`src/rtl/mem_port_sequencer.sv`:
```
// Shares one single-ported memory between fetch and load/store; optional ack watchdog under MEM_PORT_SEQ_WDT_EN.
// Latency: 3 cycles per non-memory instruction, 4 per load/store, plus 1 per memory wait cycle.
// Backpressure: each request is held until mem_ack; without the watchdog it waits indefinitely.
module mem_port_sequencer #(
  parameter int WDT_CYCLES = 255
) (
  input  logic        clk,
  input  logic        rst,
  input  logic [15:0] pc,
  input  logic        memRead,
  input  logic        memWrite,
  input  logic [15:0] aluResult,
  input  logic [15:0] memWriteData,
  output logic [15:0] instruction,
  output logic [15:0] readData,
  output logic        commit,
  output logic [15:0] instret,
  output logic        bus_err,
  output logic        mem_req,
  output logic        mem_we,
  output logic [15:0] mem_addr,
  output logic [15:0] mem_wdata,
  input  logic [15:0] mem_rdata,
  input  logic        mem_ack
);

  typedef enum logic [2:0] {IDLE, FETCH, EXEC, DATA, COMMIT} state_t;

  state_t      state, state_nxt;
  logic [15:0] daddr_q;
  logic        rd_q;
  logic        acc;
  logic        tmo;

  assign acc = mem_req && mem_ack;

`ifdef MEM_PORT_SEQ_WDT_EN
  localparam int CW = ($clog2(WDT_CYCLES + 1) > 8) ? $clog2(WDT_CYCLES + 1) : 8;
  logic [CW-1:0] wdt_cnt;
  logic          bus_err_q;

  // Fires on the last permitted request cycle so mem_req is held exactly WDT_CYCLES cycles.
  assign tmo     = mem_req && !mem_ack && (wdt_cnt == CW'(WDT_CYCLES - 1));
  assign bus_err = bus_err_q;

  always_ff @(posedge clk) begin
    if (rst) begin
      wdt_cnt   <= '0;
      bus_err_q <= 1'b0;
    end else begin
      if (!mem_req || mem_ack || tmo) wdt_cnt <= '0;
      else                            wdt_cnt <= wdt_cnt + CW'(1);
      if (tmo) bus_err_q <= 1'b1;
    end
  end
`else
  assign tmo     = 1'b0;
  assign bus_err = 1'b0;
`endif

  always_comb begin
    state_nxt = state;
    case (state)
      IDLE:    state_nxt = FETCH;
      FETCH:   if (acc) state_nxt = EXEC; else if (tmo) state_nxt = COMMIT;
      EXEC:    state_nxt = (memRead || memWrite) ? DATA : COMMIT;
      DATA:    if (acc || tmo) state_nxt = COMMIT;
      COMMIT:  state_nxt = FETCH;
      default: state_nxt = IDLE;
    endcase
  end

  // Fetch address comes straight from the PC register, which only moves on commit.
  assign mem_addr = (state == FETCH) ? pc : daddr_q;
  assign commit   = (state == COMMIT);

  always_ff @(posedge clk) begin
    if (rst) begin
      state       <= IDLE;
      instruction <= 16'h0000;
      readData    <= 16'h0000;
      instret     <= 16'h0000;
      mem_req     <= 1'b0;
      mem_we      <= 1'b0;
      mem_wdata   <= 16'h0000;
      daddr_q     <= 16'h0000;
      rd_q        <= 1'b0;
    end else begin
      state <= state_nxt;
      case (state)
        IDLE: mem_req <= 1'b1;
        FETCH: begin
          if (acc || tmo) begin
            mem_req     <= 1'b0;
            instruction <= acc ? mem_rdata : 16'h0000;
          end
        end
        EXEC: begin
          if (memRead || memWrite) begin
            mem_req   <= 1'b1;
            mem_we    <= memWrite;
            mem_wdata <= memWrite ? memWriteData : 16'h0000;
            daddr_q   <= aluResult;
            rd_q      <= memRead && !memWrite;
          end
        end
        DATA: begin
          if (acc || tmo) begin
            mem_req   <= 1'b0;
            mem_we    <= 1'b0;
            mem_wdata <= 16'h0000;
            if (rd_q) readData <= acc ? mem_rdata : 16'h0000;
          end
        end
        COMMIT: begin
          instret <= instret + 16'd1;
          mem_req <= 1'b1;
        end
        default: ;
      endcase
    end
  end

endmodule
```
`config.mk`:
```
export PLATFORM = sky130hd
export DESIGN_NAME = mem_port_sequencer
export DESIGN_NICKNAME = d
export VERILOG_FILES = /design/src/rtl/mem_port_sequencer.sv
export SDC_FILE = /design/constraint.sdc
export NUM_CORES = 1
export LEC_CHECK = 0
export CORE_MARGIN = 10
export CORE_UTILIZATION = 42
export CTS_CLUSTER_DIAMETER = 50
export DETAILED_ROUTE_END_ITERATION = 6
export PLACE_DENSITY = 0.85
export SYNTH_ARGS = -nofsm -noshare
export SYNTH_HDL_FRONTEND = slang
export SYNTH_SLANG_ARGS = --single-unit
```
`constraint.sdc`:
```
create_clock -name clk -period 2.29 [get_ports clk]
set_input_delay 0.458 -clock clk [delete_from_list [all_inputs] [get_ports clk]]
set_output_delay 0.458 -clock clk [all_outputs]
set_load 0.05 [all_outputs]
```
Word-level counts from Yosys, hierarchy flattened
Cells that the tools add are included.
- flip-flop bits (word level): 86
- equality and inequality tests: 8
- $add $sub $neg: 1
- muxes and demuxes: 14
- reductions and logical operators: 15
- operators by type and width (operator ; count):
    two-way mux 16 bit ; 4
    case mux 16 bit (2 select lines) ; 1
    adder 16 x 1 -> 16 bit (second input constant) ; 1
    case mux 3 bit (4 select lines) ; 1
    two-way mux 3 bit ; 3
    AND reduction 3 bit ; 3
    == test 3 x 2 -> 1 bit (second input constant) ; 2
    inequality test 2 bit (second input constant) ; 3
    AND reduction 2 bit ; 3
    OR reduction 2 bit ; 2
    == test 3 x 1 -> 1 bit (second input constant) ; 1
    == test 3 bit (second input constant) ; 1
    logical NOT 3 bit ; 1
    two-way mux 1 bit ; 3
    case mux 1 bit (3 select lines) ; 1
    nonzero test 3 bit ; 1
    logical AND 1 bit ; 2
    inequality test 2 x 1 -> 1 bit (second input constant) ; 1
    case mux 1 bit (2 select lines) ; 1
    nonzero test 2 bit ; 1
    logical NOT 1 bit ; 1
    logical OR 1 bit ; 1

Depth between registers and ports, before layout
- word-level depth: 4
- depth in mapped cells: 7
- depth with buffers taken out: 5

Worst setup path before layout
No wires, ideal clock.
- kind: flip-flop to flip-flop
- from: register state[0]
- to: register instret[15]
- data arrival time: 1.952 ns
- path buffers: 1
- cell stages (with the launch flop): 6
- period minus slack after synthesis: 2.023 ns
- setup slack: 0.267 ns
- library setup time: 0.070 ns
- path through: dfxtp_1 > buf_2 > nor3b_4 > nand3_2 > or4b_1 > a21oi_1
- word-level cells in the longest chain between the ends: 1
- ends and longest elaborated chain (what ; RTL line ; text):
    start: declaration ; 29 ; state_t state, state_nxt;
    start signal: assignment ; 89 ; state <= state_nxt;
    == test 3 bit ; n/a ;
    named net commit ; 16 ; output logic commit,
    end signal: assignment ; 116 ; instret <= instret + 16'd1;
    end: declaration ; 17 ; output logic [15:0] instret,
The timed path passes the listed nets, and every way through them passes these cells.
A chain may end at the register's enable or synchronous reset.

Final worst setup path
- from: register state[2]
- to: output mem_addr[4]
- word-level cells in the longest chain between the ends: 2
- ends and longest elaborated chain (what ; RTL line ; text):
    == test 3 x 1 -> 1 bit ; 74 ; assign mem_addr = (state == FETCH) ? pc : daddr_q;
    two-way mux 16 bit ; 74 ;
    end: declaration ; 21 ; output logic [15:0] mem_addr,
No other way between the ends.

==> out/results.ini <==
[synth]
synth.most_common_cell = dfxtp_1
syn_avg_cell_area_um2 = 8.93
synth_seq_cells = 86
synth_cell_type_count = 38
synth_edf_count = 0
synthesis.instances = 383
synth_top_flop_cell = dfxtp_1
syn-num-nets = 453
synth_top_area_frac = 0.503
async_reset_ff_frac = 0
seq_area_frac_synth = 0.503
synth_commonest_cells = 86 x dfxtp_1, 67 x nand2_1, 52 x nor2_1
post-synth-top-area-cell = dfxtp_1
synth_area_um2 = 3420
synthTopCellsByArea = dfxtp_1 50%, nand2_1 7.4%, a21oi_1 5.7%
yosysWarnings = 0

[timing]
fmax_mhz = 455
hold_viol_final = 0
min_period_ns = 2.20
slew_headroom = 0.550
slew_viol_final = 0
post-route-period-util = 0.959
tightestPinTransition_ns = 0.674
setup_viol = 0
fin_tns_setup_ns = 0
rsz0062_at_grt = false
skew_ns = 0.0146

[finish]
n_antenna_cell = 0
filler_cell_count = 656
finalCoreUtilization = 0.666
syn2layout_area_growth_pct = 52.0
nets = 599
drive_above_1_share = 0.125
seq_area_um2 = 1720
multi_input_area_um2 = 1580

[route]
dr.pass1.iters = 5
routed.top_layer = met4
route.detailed.drc = 0
wl_met1_um = 4160
dr_wl_met2_um = 5210
wl_um = 10300
antenna_left = 0
dr_total_vias = 3264
wl_per_cell_um = 16.2
avgViaCountPerCell = 5.13
wl_met3_um = 886
drt_iter0_drc = 116

[cts]
clk_latency_ns = 0.34
root_buffer = clkbuf_8
cts_hold_buffers = 0
cts_made_buffers = 9
clock_sinks = 86
clk_pin_slew_worst_paths_ns = 0.09
clockBufferDepth = 2
htreeDepth = 3
cts_tree = yes

[global_route]
antenna_found_initial = 0
track_usage = 0.169
grt_max_degree = 33
grt_pass1_wl_um = 16600
overflow = 0
grt_pass1_vias = 3378

[status]
status = complete, no violations

[critical_path]
startpoint_type = flop
cp_max_fo = 18
cp-end-kind = output port
cp.arrival_ns = 1.74
required_ns = 1.83
crit_type = reg -> out

[die]
die_area_um2 = 12200
die_w_um = 110
die_h_um = 110
coreArea_um2 = 7810
rows = 32
ios = 153
start_util = 0.438

[power]
p_leak_nw = 1.84
design_power_total_w = 0.00301
power_density_nw_per_um2 = 579
peakVddDrop_uv = 378

[place]
gp_congestion = 0.801
port_buffers = 151
hpwlAfterDp_um = 7980

[worst_hold_path]
hold_class = reg -> reg

[job]
maxCapViolations = 0

[path summary, 6_finish.rpt]
path,startpoint,end,slack [ns],cells after the start
hold / removal,readData[11],readData[11],0.46,2
setup / recovery,state[2],mem_addr[4],0.09,4
hold reg to reg,readData[11],readData[11],0.46,2
setup reg to reg,state[2],instruction[7],0.46,5
[through the flow]
stage | cells | setup WS (ns) | hold slack, ns | area, um^2
floorplan | 383 | 0.267 | 0.456 | 3420
global placement | 620 | 0.272 | 0.442 | 5020
detailed placement | 620 | 0.193 | 0.446 | 5020
CTS | 636 | 0.0272 | 0.457 | 5190
global route | 636 | 0.00251 | 0.482 | 5200
finish | 636 | 0.0930 | 0.456 | 5200
[cell type report]
| type | count | share of cell area |
|---|---|---|
| Sequential cell | 86 | 0.331 |
| Timing Repair Buffer | 161 | 0.305 |
| Multi-Input combinational cell | 267 | 0.303 |
| Clock buffer | 10 | 0.0245 |
| Tap cell | 102 | 0.0245 |
| Clock inverter | 6 | 0.00890 |
| Inverter | 4 | 0.00289 |
[where the power goes]
group / switching [W] / internal [W]
clock: 0.000544 / 0.000403
sequential: 0.0000172 / 0.00152
combinational: 0.000290 / 0.000238
[routing by layer]
metal | track usage | up-vias
li1 | - | 1592
met1 | 0.186 | 1563
met4 | 0.0450 | 0
met2 | 0.296 | 105
met5 | 0 | -
met3 | 0.0662 | 4
[state kept, by name (all words and copies together) (netlist names)]
signal,count
state,3
instruction,16
readData,16
mem_we,1
mem_req,1
rd_q,1
mem_wdata,16
instret,16
daddr_q,16
[repair_timing]
item	in CTS	in global routing
setup buffers	0	0
hold endpoints to repair	0	0
resized for setup	1	2
endpoints found under the setup margin	16	16
[kinds of logic after synthesis]
kind of cell	Yosys count	synth area share
AND/OR/NAND/NOR	157	0.212
flip-flops	86	0.503
adder cells (fa/ha/maj)	1	0.00366
XOR/XNOR	11	0.0282
AO/OA/AOI/OAI	63	0.109
multiplexers	34	0.106
other	1	0.00110
buffers and inverters	30	0.0377
[worst max-delay path: stages (launching register included)]
cell	delay (ns)
dfxtp_1	0.40
nor3b_4	0.24
buf_8	0.20
mux2_2	0.35
buf_4	0.19
[layout by cell type, fill, tap and decap left out, types with 2 or more instances in the layout]
cell type / n
clkdlybuf4s50_1: 133
dfxtp_1: 85
nand2_1: 67
nor2_1: 52
a21oi_1: 39
buf_4: 23
mux2_2: 17
mux2i_1: 17
a22oi_1: 16
clkbuf_8: 9
nand4_1: 8
xor2_1: 8
and3_1: 5
nor3_1: 5
nand3_1: 4
inv_1: 4
xnor2_1: 3
o21ai_0: 3
buf_12: 3
nor3b_4: 2
and4_1: 2
or3_1: 2
inv_6: 2
clkinvlp_4: 2
No activity file was read; power rests on OpenSTA's default activity.
